### config.mk
export PLATFORM = sky130hd
export DESIGN_NAME = multiply_log_rr_sched_flat
export DESIGN_NICKNAME = d
export VERILOG_FILES = /design/src/rtl/multiply_log_rr_sched_if.sv /design/src/rtl/multiply_log_rr_sched.sv /design/src/flat_wrapper.sv
export SDC_FILE = /design/constraint.sdc
export NUM_CORES = 1
export LEC_CHECK = 0
export CAP_MARGIN = 20
export CORE_UTILIZATION = 50
export DETAILED_ROUTE_END_ITERATION = 8
export GPL_TIMING_DRIVEN = 1
export PLACE_DENSITY = 0.78
export SLEW_MARGIN = 15
export SYNTH_ARGS = -nofsm -noshare
export SYNTH_HDL_FRONTEND = slang
export SYNTH_SLANG_ARGS = --single-unit
### constraint.sdc
create_clock -name clk -period 4.5 [get_ports clk]
set_input_delay 1.125 -clock clk [delete_from_list [all_inputs] [get_ports clk]]
set_output_delay 1.125 -clock clk [all_outputs]
set_load 0.03 [all_outputs]
### src/rtl/multiply_log_rr_sched_if.sv
// multiply_log_rr_sched_if: request, config and result signals of the shared shift multiplier
interface multiply_log_rr_sched_if #(
  parameter int DW     = 25,
  parameter int NUM_CH = 4,
  parameter int CH_W   = 2,
  parameter int SH_W   = 5
);
  logic [NUM_CH-1:0]    req_en;
  logic [NUM_CH*DW-1:0] req_data;
  logic [NUM_CH-1:0]    req_ack;
  logic                 cfg_we;
  logic [CH_W-1:0]      cfg_ch;
  logic [SH_W-1:0]      cfg_shift;
  logic                 data_o_en;
  logic [DW-1:0]        data_o;
  logic [CH_W-1:0]      data_o_ch;
  modport master (
    output req_en, req_data, cfg_we, cfg_ch, cfg_shift,
    input  req_ack, data_o_en, data_o, data_o_ch
  );
  modport slave (
    input  req_en, req_data, cfg_we, cfg_ch, cfg_shift,
    output req_ack, data_o_en, data_o, data_o_ch
  );
endinterface

### src/rtl/multiply_log_rr_sched.sv
// multiply_log_rr_sched: round-robin time-sharing of one signed power-of-two shifter among channels
module multiply_log_rr_sched #(
  parameter int width_H    = 5,
  parameter int width_W    = 20,
  parameter int NUM_CH     = 4,
  parameter int CH_W       = 2,
  parameter int SH_W       = 5,
  parameter int DEFAULT_SH = 0
) (
  input logic clk,
  input logic rst,
  multiply_log_rr_sched_if.slave bus
);
  localparam int DW = width_H + width_W;
  localparam int PW = 2 * DW - 1;
  logic [NUM_CH-1:0] ack_q, ack_d, elig;
  logic [CH_W-1:0] ptr_q, ptr_d, g, idx;
  logic found;
  logic signed [SH_W-1:0] coef_q [NUM_CH];
  logic s1_v_q;
  logic [DW-1:0] s1_data_q;
  logic signed [SH_W-1:0] s1_sh_q;
  logic [CH_W-1:0] s1_ch_q;
  logic en_q;
  logic [DW-1:0] data_q, data_d;
  logic [CH_W-1:0] ch_q;
  logic signed [PW-1:0] ext;
  int mag;
  // the channel acked last cycle may still hold req_en high, so it is masked out
  always_comb begin
    elig = bus.req_en & ~ack_q;
    found = 1'b0;
    g = '0;
    idx = '0;
    for (int i = 0; i < NUM_CH; i++) begin
      idx = CH_W'((int'(ptr_q) + i) % NUM_CH);
      if (!found && elig[idx]) begin
        found = 1'b1;
        g = idx;
      end
    end
    ack_d = found ? NUM_CH'(1) << g : '0;
    ptr_d = found ? ((int'(g) == NUM_CH - 1) ? '0 : g + 1'b1) : ptr_q;
  end
  always_comb begin
    ext = {{(PW-DW){s1_data_q[DW-1]}}, s1_data_q};
    mag = s1_sh_q[SH_W-1] ? -int'(s1_sh_q) : int'(s1_sh_q);
    data_d = s1_sh_q[SH_W-1] ? ((mag >= PW) ? {DW{ext[PW-1]}} : DW'(ext >>> mag))
                             : ((mag >= PW) ? '0 : DW'(ext << mag));
  end
  always_ff @(posedge clk) begin
    if (rst) begin
      ack_q <= '0;
      ptr_q <= '0;
      s1_v_q <= 1'b0;
      s1_data_q <= '0;
      s1_sh_q <= '0;
      s1_ch_q <= '0;
      en_q <= 1'b0;
      data_q <= '0;
      ch_q <= '0;
      for (int i = 0; i < NUM_CH; i++) coef_q[i] <= SH_W'(DEFAULT_SH);
    end else begin
      ack_q <= ack_d;
      ptr_q <= ptr_d;
      s1_v_q <= found;
      if (found) begin
        s1_data_q <= bus.req_data[int'(g)*DW +: DW];
        s1_sh_q <= coef_q[g];
        s1_ch_q <= g;
      end
      en_q <= s1_v_q;
      if (s1_v_q) begin
        data_q <= data_d;
        ch_q <= s1_ch_q;
      end
      if (bus.cfg_we && int'(bus.cfg_ch) < NUM_CH) coef_q[bus.cfg_ch] <= bus.cfg_shift;
    end
  end
  assign bus.req_ack = ack_q;
  assign bus.data_o_en = en_q;
  assign bus.data_o = data_q;
  assign bus.data_o_ch = ch_q;
endmodule

### src/flat_wrapper.sv
// flat-port wrapper written by rule: the top's interface ports become plain ports
module multiply_log_rr_sched_flat 
#(
  parameter int width_H    = 5,
  parameter int width_W    = 20,
  parameter int NUM_CH     = 4,
  parameter int CH_W       = 2,
  parameter int SH_W       = 5,
  parameter int DEFAULT_SH = 0
)
  (clk, rst, bus_req_en, bus_req_data, bus_cfg_we, bus_cfg_ch, bus_cfg_shift, bus_req_ack, bus_data_o_en, bus_data_o, bus_data_o_ch);
  multiply_log_rr_sched_if #(.DW((25)), .NUM_CH(NUM_CH), .CH_W(CH_W), .SH_W(SH_W)) bus_i ();
  input logic clk;
  input logic rst;
  input wire logic [$bits(bus_i.req_en)-1:0] bus_req_en;
  input wire logic [$bits(bus_i.req_data)-1:0] bus_req_data;
  input wire logic [$bits(bus_i.cfg_we)-1:0] bus_cfg_we;
  input wire logic [$bits(bus_i.cfg_ch)-1:0] bus_cfg_ch;
  input wire logic [$bits(bus_i.cfg_shift)-1:0] bus_cfg_shift;
  output wire logic [$bits(bus_i.req_ack)-1:0] bus_req_ack;
  output wire logic [$bits(bus_i.data_o_en)-1:0] bus_data_o_en;
  output wire logic [$bits(bus_i.data_o)-1:0] bus_data_o;
  output wire logic [$bits(bus_i.data_o_ch)-1:0] bus_data_o_ch;
  assign bus_i.req_en = bus_req_en;
  assign bus_i.req_data = bus_req_data;
  assign bus_i.cfg_we = bus_cfg_we;
  assign bus_i.cfg_ch = bus_cfg_ch;
  assign bus_i.cfg_shift = bus_cfg_shift;
  assign bus_req_ack = bus_i.req_ack;
  assign bus_data_o_en = bus_i.data_o_en;
  assign bus_data_o = bus_i.data_o;
  assign bus_data_o_ch = bus_i.data_o_ch;
  multiply_log_rr_sched #(.width_H(width_H), .width_W(width_W), .NUM_CH(NUM_CH), .CH_W(CH_W), .SH_W(SH_W), .DEFAULT_SH(DEFAULT_SH)) u_core (.clk(clk), .rst(rst), .bus(bus_i));
endmodule
=== Yosys cells after proc, flatten, opt, wreduce, memory -nomap -nowiden ===
Memory sizes are Yosys's and may differ from the RTL's. A register that Yosys moved wholly into a read port is not among the register bits.
Cells that the tools add are included.

* $add $sub $neg: 5
* Multipliers: 1
* Div/mod/pow operators: 0
* Magnitude comparators: 5
* Equal/unequal tests: 1
* Shift operators: 4
* Multiplexer cells: 29
* Bitwise gates (word level): 3
* Reductions and logical operators: 8

{| class="wikitable"
|+ Operators by type and width
! kind !! number
|-
| variable part select 100 x 32 -> 25 bit || 1
|-
| two-way mux 25 bit || 3
|-
| left shift 49 x 32 -> 25 bit || 1
|-
| >= comparator 32 x 7 -> 1 bit, second input constant || 1
|-
| two-way mux 32 bit || 1
|-
| negation 5 -> 32 bit || 1
|-
| >>> shifter 25 x 32 -> 25 bit || 1
|-
| two-way mux 1 bit || 14
|-
| < comparator 2 x 3 -> 1 bit, second input constant || 4
|-
| two-way mux 2 bit || 6
|-
| binary-select mux 1 bit (select 2 bit) || 4
|-
| multiplier 2 x 5 -> 7 bit, second input constant || 1
|-
| two-way mux 5 bit || 1
|-
| OR reduction 5 bit || 1
|-
| adder 2 x 1 -> 2 bit, second input constant || 2
|-
| adder 2 bit, second input constant || 2
|-
| bitwise AND 4 bit || 1
|-
| NOT 4 bit || 1
|-
| left shift 1 x 2 -> 4 bit, first input constant || 1
|-
| logical AND 1 bit || 3
|-
| logical NOT 1 bit || 3
|-
| equality test 2 x 1 -> 1 bit, second input constant || 1
|-
| OR reduction 2 bit || 1
|-
| NOT 1 bit || 1
|}

* Register bits after elaboration: 62
* Latch bits: 0
* RAM bits: 20
* ROM bits: 0
* Input port bits: 114
* Output and inout port bits: 32
* Memories: 1

{| class="wikitable"
|+ Memories
! name !! depth !! width !! rd ports !! clocked after Yosys merged registers in !! write ports !! RTL line !! source
|-
| u_core.coef_q || 4 || 5 || 1 || 1 || 4 || multiply_log_rr_sched.sv:19 || <nowiki>logic signed [SH_W-1:0] coef_q [NUM_CH];</nowiki>
|}

=== Logic depth before layout (Yosys ltp) ===
Gate-level depths: netlist (run 1).

* Depth after elaboration: 16
* Mapped depth: 13
* Depth with buffers taken out: 8

=== Worst setup path after synthesis (run 1) ===
Ideal clock, no wire load.

* Path kind: register -> register
* From: register u_core.s1_sh_q[0] (read register of u_core.coef_q)
* To: register u_core.data_q[14], in the netlist u_core.bus.data_o[14]
* Setup time: 74 ps
* Arrival: 3151 ps
* Setup slack: 1275 ps
* Stages on the path, launching flop included: 14
* Buffers on the path: 5
* Period minus slack after synthesis: 3225 ps
* Cell sequence: dfxtp_1 -> buf_2 -> clkinv_1 -> clkbuf_1 -> clkbuf_1 -> ha_1 -> mux2i_4 -> buf_6 -> buf_4 -> nand2_1 -> mux4_2 -> a311oi_1 -> o21ai_0 -> a31oi_1

* Cells in the longest elaborated chain, start to end: 5
* Elaborated cells between the ends (all ways): 8
* Classes of those cells: add/sub: 1; order compare: 1; shift: 2; mux: 4

{| class="wikitable"
|+ RTL lines
! element !! RTL line !! source
|-
| from (decl) || multiply_log_rr_sched.sv:22 || <nowiki>logic signed [SH_W-1:0] s1_sh_q;</nowiki>
|-
| negation 5 -> 32 bit || multiply_log_rr_sched.sv:47 || <nowiki>mag = s1_sh_q[SH_W-1] ? -int'(s1_sh_q) : int'(s1_sh_q);</nowiki>
|-
| two-way mux 32 bit * || multiply_log_rr_sched.sv:47 ||
|-
| >= comparator 32 x 7 -> 1 bit, or another cell as far along || multiply_log_rr_sched.sv:48, multiply_log_rr_sched.sv:49 ||
|-
| two-way mux 25 bit (on tied branches) || multiply_log_rr_sched.sv:49, multiply_log_rr_sched.sv:48 ||
|-
| two-way mux 25 bit * || multiply_log_rr_sched.sv:48 || <nowiki>data_d = s1_sh_q[SH_W-1] ? ((mag >= PW) ? {DW{ext[PW-1]}} : DW'(ext >>> mag))</nowiki>
|-
| to (signal assigned) || multiply_log_rr_sched.sv:74 || <nowiki>data_q <= data_d;</nowiki>
|-
| to (decl) || multiply_log_rr_sched.sv:25 || <nowiki>logic [DW-1:0] data_q, data_d;</nowiki>
|}

Every way passes the cells marked *; elsewhere a longest branch is shown, timed or not.
A chain may end at the register's enable or synchronous reset.

=== Worst setup path in the final report (run 1) ===
* From: register u_core.s1_sh_q[1] (read register of u_core.coef_q)
* To: register u_core.data_q[7], in the netlist u_core.bus.data_o[7]

The elaborated chain is that of the path after synthesis.

==> results of run 1 <==
## logic make-up after synthesis
group                    synth area share (%)
AO/OA/AOI/OAI                            16.9
XOR/XNOR                                 1.06
adder cells (fa/ha/maj)                 0.174
buffers and inverters                    5.11
flip-flops                               27.1
multiplexers                             31.4
AND/OR/NAND/NOR                          18.3
## cells in the final DEF (no fill, tap or decap), drive strengths merged, types with 5 or more instances in the layout
cell type,n
nand2b,8
a21oi,27
buf,26
a31oi,11
nor2,44
a311oi,7
or3,5
clkdlybuf4s50,145
a22oi,11
and3,11
nor3,16
nand3b,30
edfxtp,20
and2,24
mux2,40
clkbuf,9
o21bai,6
nand3,17
o21ai,53
a22o,8
nand2,69
o22ai,5
mux4,21
mux2i,131
a221oi,7
inv,11
nor2b,13
dfxtp,67
## critical path, stage by stage (launching register included)
cell and delay (ns):
sky130_fd_sc_hd__dfxtp_1 0.56, sky130_fd_sc_hd__inv_1 0.09, sky130_fd_sc_hd__ha_1 0.34, sky130_fd_sc_hd__nand2b_1 0.42, sky130_fd_sc_hd__xnor2_4 0.84, sky130_fd_sc_hd__buf_4 0.31
sky130_fd_sc_hd__a22oi_1 0.16, sky130_fd_sc_hd__a221oi_1 0.54, sky130_fd_sc_hd__a211oi_1 0.14
## sequential cells by signal, indices dropped and copies added, names as in the netlist, named ones only
| name | count |
|---|---|
| u_core.bus.data_o | 25 |
| u_core.bus.data_o_ch | 2 |
| u_core.bus.data_o_en | 1 |
| u_core.bus.req_ack | 4 |
| u_core.coef_q | 20 |
| u_core.ptr_q | 1 |
| u_core.s1_ch_q | 2 |
| u_core.s1_data_q | 25 |
| u_core.s1_sh_q | 5 |
| u_core.s1_v_q | 1 |
## synth_stat cells (all sizes together), types with 11 or more instances
master | n | share of area, %
nand2 | 69 | 3.6
mux2i | 131 | 18
mux4 | 21 | 6.6
mux2 | 40 | 6.3
dfxtp | 67 | 19
edfxtp | 20 | 8.4
nor2 | 44 | 2.3
nand3 | 17 | 1.2
and3 | 11 | 0.96
a21oi | 27 | 1.9
buf | 33 | 2.7
a22oi | 11 | 1.2
o21ai | 53 | 3.7
nor2b | 13 | 1.1
clkbuf | 38 | 2.0
nand3b | 30 | 3.1
a31oi | 11 | 0.96
and2 | 24 | 2.1
nor3 | 16 | 1.1
## layer usage
layer  track usage (%)  up-vias  wire length [um]
met4              16.8        0              1070
met3              6.60       95              2250
li1                  -     3241                 -
met5                 0        -                 0
met1              43.6     3283              9910
met2              48.3      460             10300
## stage by stage
step | util (%) | std cells | setup WS [ns] | total power, uW
3_5_place_dp | 63.0 | 1078 | 0.837 | 5030
5_1_grt | 65.3 | 1094 | 0.756 | 6200
6_report | 65.3 | 1094 | 0.962 | 5940
4_1_cts | 65.3 | 1094 | 1.03 | 5820
2_1_floorplan | - | 798 | 1.27 | 3900
3_3_place_gp | 63.0 | 1078 | 0.931 | 5020
## how the worst min path moves through the flow
stage / start / end / slack [ns]
after floorplan: u_core.s1_ch_q[0] / u_core.s1_ch_q[0] / 0.44
after global placement: u_core.bus.data_o[18] / u_core.bus.data_o[18] / 0.43
after detailed placement: u_core.bus.data_o[18] / u_core.bus.data_o[18] / 0.43
after CTS: u_core.bus.data_o[18] / u_core.bus.data_o[18] / 0.44
after global routing: u_core.bus.data_o[18] / u_core.bus.data_o[18] / 0.47
final: u_core.bus.data_o[18] / u_core.bus.data_o[18] / 0.44
## area by class of cell
| type | count | area, um^2 |
|---|---|---|
| timing repair buffer | 171 | 1670 |
| clock buffer | 9 | 225 |
| inverter | 8 | 30.0 |
| sequential | 87 | 1940 |
| fill | 1155 | 4840 |
| multi-input combinational | 632 | 4910 |
| tap | 180 | 225 |
| clock inverter | 7 | 83.8 |
## power by group
part           internal, uW  switching, uW
Clock                   399            389
Combinational          1660           2220
Sequential              994            277
Total                  3050           2890
==> summary.md, run 1 <==
| Metric | Value |
|---|---|
| Clock transition at the registers of the reported paths | `about 0.08 ns` |
| Cts bufs inserted | `9` |
| Ys async rst share | `0%` |
| Post-route DRC | `0` |
| Register bit count reported by yosys | `87` |
| Via count normalized by instance count | `between 6 and 7` |
| Fin area | `9090 um^2` |
| Top Ports | `146` |
| First-pass GRT wire length | `36600 um` |
| Worst-case headroom to the max-slew limit | `between 30% and 40%` |
| Clock tree buffer depth | `2` |
| Root Buffer Master | `sky130_fd_sc_hd__clkbuf_16` |
| Worst path required time | `about 4.7 ns` |
| Number of port buffers | `145` |
| Number of nets with antenna violations after detailed routing | `0` |
| Hold bufs inserted after CTS | `0` |
| Count of flip-flops with a built-in enable after synthesis | `20` |
| WHS Path Cells | `2` |
| Num rows | `43` |
| Peak clock frequency supported by timing | `283 MHz` |
| Post-CTS Repair Setup Buffers | `0` |
| Proportion of layout cells with a drive suffix above 1 | `13.2%` |
| Static leakage power | `0.00360 uW` |
| Die span in x | `between 100 and 150 um` |
| Status | `finished, final reports clean` |
| Worst-path maximum fanout | `28` |
| Iteration-0 DRC count of the detailed router | `987` |
| Post-cts resize count | `0` |
| Synth Cell Area | `7170 um^2` |
| Antenna violations before repair | `0` |
| Synth cell types | `70` |
| Initial cell density of the core | `51.5%` |
| Depth of the worst register-to-register path | `8` |
| Data arrival, critical path | `3.77 ns` |
| Pins over their slew limit | `0` |
| Setup slack, reg-to-reg | `0.96 ns` |
| Vias post-DR | `7079` |
| Slew at the pin closest to its max-slew limit | `0.939 ns` |
| Number of global-route vias before repair | `6728` |
| Mean area per synthesized cell | `8.99 um^2` |
| Fin Hold WS | `between 0.4 and 0.5 ns` |
| CTS tree | `built` |
| Wire length after detailed routing | `23500 um` |
| Number of violations of the max-capacitance limit | `0` |
| CTS H-tree depth | `3` |
| Final clock skew | `0.0130 ns` |
| First-pass DRT Iterations | `6` |
| Critical register-to-register path startpoint | `u_core.s1_sh_q[1]` |
| Post-DP HPWL | `17200 um` |
| Gate Count Post-Synth | `798` |
| Type of destination of the critical path | `flip-flop` |
| Relative area change from synthesis to final layout | `26.8%` |
| Power per Cell Area | `between 600 and 700 nW/um^2` |
| Insertion delay to the later sink of the worst-skew pair | `0.37 ns` |
| Global route overflow | `0` |
| Portion of the clock cycle consumed by the worst path in the final layout | `78.6%` |
| Number of nets in the final layout | `between 1000 and 1500` |
| Terminus of the critical flop-to-flop path | `u_core.bus.data_o[7]` |
| Global placer's final weighted congestion | `0.989` |
| Startpoint Class | `flip-flop` |
| Die extent in y | `122 um` |
| Area of placed instances | `8780 um^2` |
| Pin count of the biggest net entering global routing | `between 50 and 60` |
| Finish-stage setup viols | `0` |
| Yosys warnings | `0` |
| Setup Total Neg Slack | `0 ns` |
| Clock period minus final worst setup slack | `3.54 ns` |
| Net count of the mapped netlist | `913` |
| Full die area | `14800 um^2` |
| Antenna diode instance count | `0` |
| TritonCTS sink count | `87` |
| Crit. Startpoint | `u_core.s1_sh_q[1]` |
| Total routing usage reported by global routing | `32.3%` |
| Setup repair after global routing missed its margin | `no` |
| Mean routed wirelength per cell | `21.5 um` |
| Number of hold violations in the final report | `0` |
| Worst setup path end | `u_core.bus.data_o[7]` |
| CORE AREA | `13900 um^2` |
| Share of synthesized area occupied by flip-flops and latches | `27.1%` |
| Category of the critical setup timing path | `reg2reg` |
| Most used flip-flop cell after synthesis | `sky130_fd_sc_hd__dfxtp_1` |
| Type of the most critical hold path | `reg2reg` |
| Worst IR drop on VDD | `356 uV` |
Note: power is estimated with default switching activity, not from simulation.
==> run 2: changes to the inputs <==
Settings changed: CORE_UTILIZATION 50 to 48.
Clock period 4.5 ns to 3 ns, I/O delays scaled along.
==> run 2 against run 1 <==
  * Critical path depth unchanged
  * Critical path type unchanged
  * Largest power group unchanged
  * Sequential cell count unchanged
  * Global-route usage decreased by 1.6 points
  * Maximum frequency increased by 22%
  * Wire length increased by 2.8%
  * Final cell count increased by 3.7%
  * Setup slack got worse by 0.87 ns
  * Highest routed layer unchanged
  * Die area increased by 4.1%
  * Largest cell class unchanged
  * First-iteration DRC count increased by 1.4%
  * Combinational power increased by 62%
  * Clock power increased by 38%
==> summary.md, run 2 (synthesis gave the netlist of run 1 again) <==
| Metric | Value |
|---|---|
| Category of the critical setup timing path | `reg2reg` |
| Initial cell density of the core | `49.4% (-2.1 points)` |
| CTS tree | `built` |
| Number of port buffers | `145 (unchanged)` |
| Mean routed wirelength per cell | `21.3 um (-0.93%)` |
| Total routing usage reported by global routing | `30.7% (-1.6 points)` |
| Clock tree buffer depth | `2 (unchanged)` |
| Delay of the slowest critical-path stage | `0.57 ns (-0.27 ns)` |
| Internal Pwr Total | `4860 uW (+59%)` |
| Type of destination of the critical path | `flip-flop` |
| Global placer's final weighted congestion | `1.04 (+4.8%)` |
| Worst setup path end | `u_core.bus.data_o[8]` |
| Antenna violations before repair | `0 (unchanged)` |
| Part of the total power dissipated in combinational logic | `68.0% (+2.7 points)` |
| Post-DP HPWL | `18400 um (+6.7%)` |
| Power per Cell Area | `984 nW/um^2 (+51%)` |
| Portion of the clock cycle consumed by the worst path in the final layout | `97.0% (+18 points)` |
| Clock transition at the registers of the reported paths | `0.07 ns (about the same)` |
| Top Ports | `146 (unchanged)` |
| Start point of the worst min-delay path | `u_core.bus.data_o[18]` |
| Total chip power | `9230 uW (+55%)` |
| Crit-path cells | `buf_4, o31a_1, xnor2_1, buf_12, mux2i_1, o22ai_1, o41ai_1, a22o_1` |
| Number of nets in the final layout | `1061 (+3.6%)` |
| Post-route DRC | `0 (unchanged)` |
| Data arrival, critical path | `3.21 ns (-0.56 ns)` |
| Total area of multi-input combinational cells | `4910 um^2 (unchanged)` |
| Worst path required time | `3.29 ns (-1.44 ns)` |
| Number of nets with antenna violations after detailed routing | `0 (unchanged)` |
| Number of global-route vias before repair | `6742 (+0.21%)` |
| Pins over their slew limit | `0 (unchanged)` |
| Peak clock frequency supported by timing | `343 MHz (+22%)` |
| Startpoint Class | `flip-flop` |
| Switching part of the total power | `47.4% (-1.2 points)` |
| Worst IR drop on VDD | `400 uV (+12%)` |
| Number of hold violations in the final report | `0 (unchanged)` |
| Hold bufs inserted after CTS | `0 (unchanged)` |
| Pin count of the biggest net entering global routing | `40 (-30%)` |
| Final clock skew | `0.0107 ns (-0.00226 ns)` |
| Critical register-to-register path startpoint | `u_core.s1_sh_q[4]` |
| Crit. Startpoint | `u_core.s1_sh_q[4]` |
| Proportion of layout cells with a drive suffix above 1 | `16.6% (+3.4 points)` |
| Worst-case headroom to the max-slew limit | `43.8% (+6.5 points)` |
| Type of the most critical hold path | `reg2reg` |
| Clk pwr share | `11.8% (-1.5 points)` |
| Vias post-DR | `7270 (+2.7%)` |
| TritonCTS sink count | `87 (unchanged)` |
| Commonest non-fill, non-tap cells in the layout | `145 x sky130_fd_sc_hd__clkdlybuf4s50_1, 130 x sky130_fd_sc_hd__mux2i_1, 69 x sky130_fd_sc_hd__nand2_1` |
| Clock period minus final worst setup slack | `2.91 ns (-0.627 ns)` |
| Depth of the worst register-to-register path | `8 (unchanged)` |
| Global route overflow | `0 (unchanged)` |
| PnR worst setup slack | `0.0886 ns (-0.873 ns)` |
| Static leakage power | `0.00378 uW (+5.2%)` |
| Portion of total power attributed to sequential cells | `20.2% (-1.2 points)` |
| Sequential cell area | `1940 um^2 (unchanged)` |
| Relative area change from synthesis to final layout | `30.8%` |
| Status | `finished, final reports clean` |
| Most common library cell in the layout ignoring fill and taps | `sky130_fd_sc_hd__clkdlybuf4s50_1` |
| Slew at the pin closest to its max-slew limit | `0.836 ns (-0.103 ns)` |
| First-pass DRT Iterations | `6 (unchanged)` |
| WHS Path Cells | `2 (unchanged)` |
| Full die area | `15400 um^2 (+4.1%)` |
| Iteration-0 DRC count of the detailed router | `1001 (+1.4%)` |
| Setup Total Neg Slack | `0 ns (unchanged)` |
| Post-CTS Repair Setup Buffers | `0 (unchanged)` |
| Worst-path maximum fanout | `36 (+29%)` |
| Via count normalized by instance count | `6.41 (-1.0%)` |
| Post-cts resize count | `0 (unchanged)` |
| CTS H-tree depth | `3 (unchanged)` |
| Setup repair after global routing missed its margin | `no` |
| Finish-stage setup viols | `0 (unchanged)` |
| Cts bufs inserted | `9 (unchanged)` |
| Number of violations of the max-capacitance limit | `0 (unchanged)` |
| Num rows | `44 (+2.3%)` |
| Setup slack, reg-to-reg | `0.09 ns (-0.87 ns)` |
| First-pass GRT wire length | `37300 um (+1.8%)` |
| Antenna diode instance count | `0 (unchanged)` |
| Insertion delay to the later sink of the worst-skew pair | `0.36 ns (about the same)` |
| Net switching power of the design | `4380 uW (+52%)` |
| Root Buffer Master | `sky130_fd_sc_hd__clkbuf_16` |
| Die span in x | `124 um (+2.0%)` |
| Wire length after detailed routing | `24200 um (+2.8%)` |
| Die extent in y | `124 um (+2.0%)` |
| Terminus of the critical flop-to-flop path | `u_core.bus.data_o[8]` |
| Count of fill cells added during filler insertion | `1233 (+6.8%)` |
| Pre-CTS worst setup slack | `0.0630 ns (-0.774 ns)` |
| CORE AREA | `14500 um^2 (+4.3%)` |
| Cell type of the slowest stage on the worst timing path | `sky130_fd_sc_hd__o41ai_1` |
## run 2: cell types whose count changed in the layout (fill, tap and decap cells not counted), sizes merged
| cell | previous run | this run |
|---|---|---|
| clkinv | 4 | 3 |
| buf | 26 | 63 |
| clkbuf | 9 | 10 |
## run 2: how the worst min path moves through the flow
stage | endpoint | slack [ns]
floorplan | u_core.s1_ch_q[0] | 0.44
global placement | u_core.bus.data_o[18] | 0.43
detailed placement | u_core.bus.data_o[18] | 0.44
CTS | u_core.bus.data_o[18] | 0.45
global route | u_core.s1_ch_q[0] | 0.49
finish | u_core.bus.data_o[18] | 0.44
## run 2: power groups by stage
| stage | registers [uW] | clock network, uW | logic (uW) |
|---|---|---|---|
| 6_report | 1870 | 1090 | 6280 |
| 5_1_grt | 1910 | 1160 | 6560 |
| 4_1_cts | 1850 | 1100 | 6070 |
| 3_5_place_dp | 1880 | 0 | 6040 |
| 3_3_place_gp | 1860 | 0 | 6020 |
| 2_1_floorplan | 1950 | 0 | 3910 |
## run 2: critical path: cells and delay by family (launching register included)
kind | cells | cell delay, ns
compound gates | 4 | 1.20
xor+xnor | 1 | 0.22
buf+inv | 2 | 0.62
flops | 1 | 0.49
mux | 1 | 0.31
## run 2: final cells by class
| class | count | share of cell area (%) |
|---|---|---|
| flip-flops and latches | 87 | 20.7 |
| multi-input cells | 632 | 52.4 |
| well taps | 184 | 2.45 |
| clock inverters | 6 | 0.547 |
| clock buffers | 10 | 2.44 |
| repair buffers | 208 | 21.2 |
| inverters | 8 | 0.333 |
## run 2: stage by stage
stage | cell area (um^2) | instances | hold slack (ns) | utilization [%]
global route | 9390 | 1135 | 0.494 | 64.6
floorplan | 7180 | 798 | 0.436 | -
detailed placement | 9080 | 1116 | 0.440 | 62.5
global placement | 9080 | 1116 | 0.430 | 62.5
CTS | 9360 | 1132 | 0.449 | 64.4
finish | 9390 | 1135 | 0.444 | 64.6
## run 2: per-layer routing
| metal | share of wire [%] | GRT usage [%] | wire length, um |
|---|---|---|---|
| met1 | 41 | 41.8 | 9980 |
| met5 | 0 | 0 | 0 |
| met4 | 4.4 | 15.0 | 1050 |
| met3 | 9.7 | 4.98 | 2350 |
| met2 | 45 | 47.0 | 10800 |
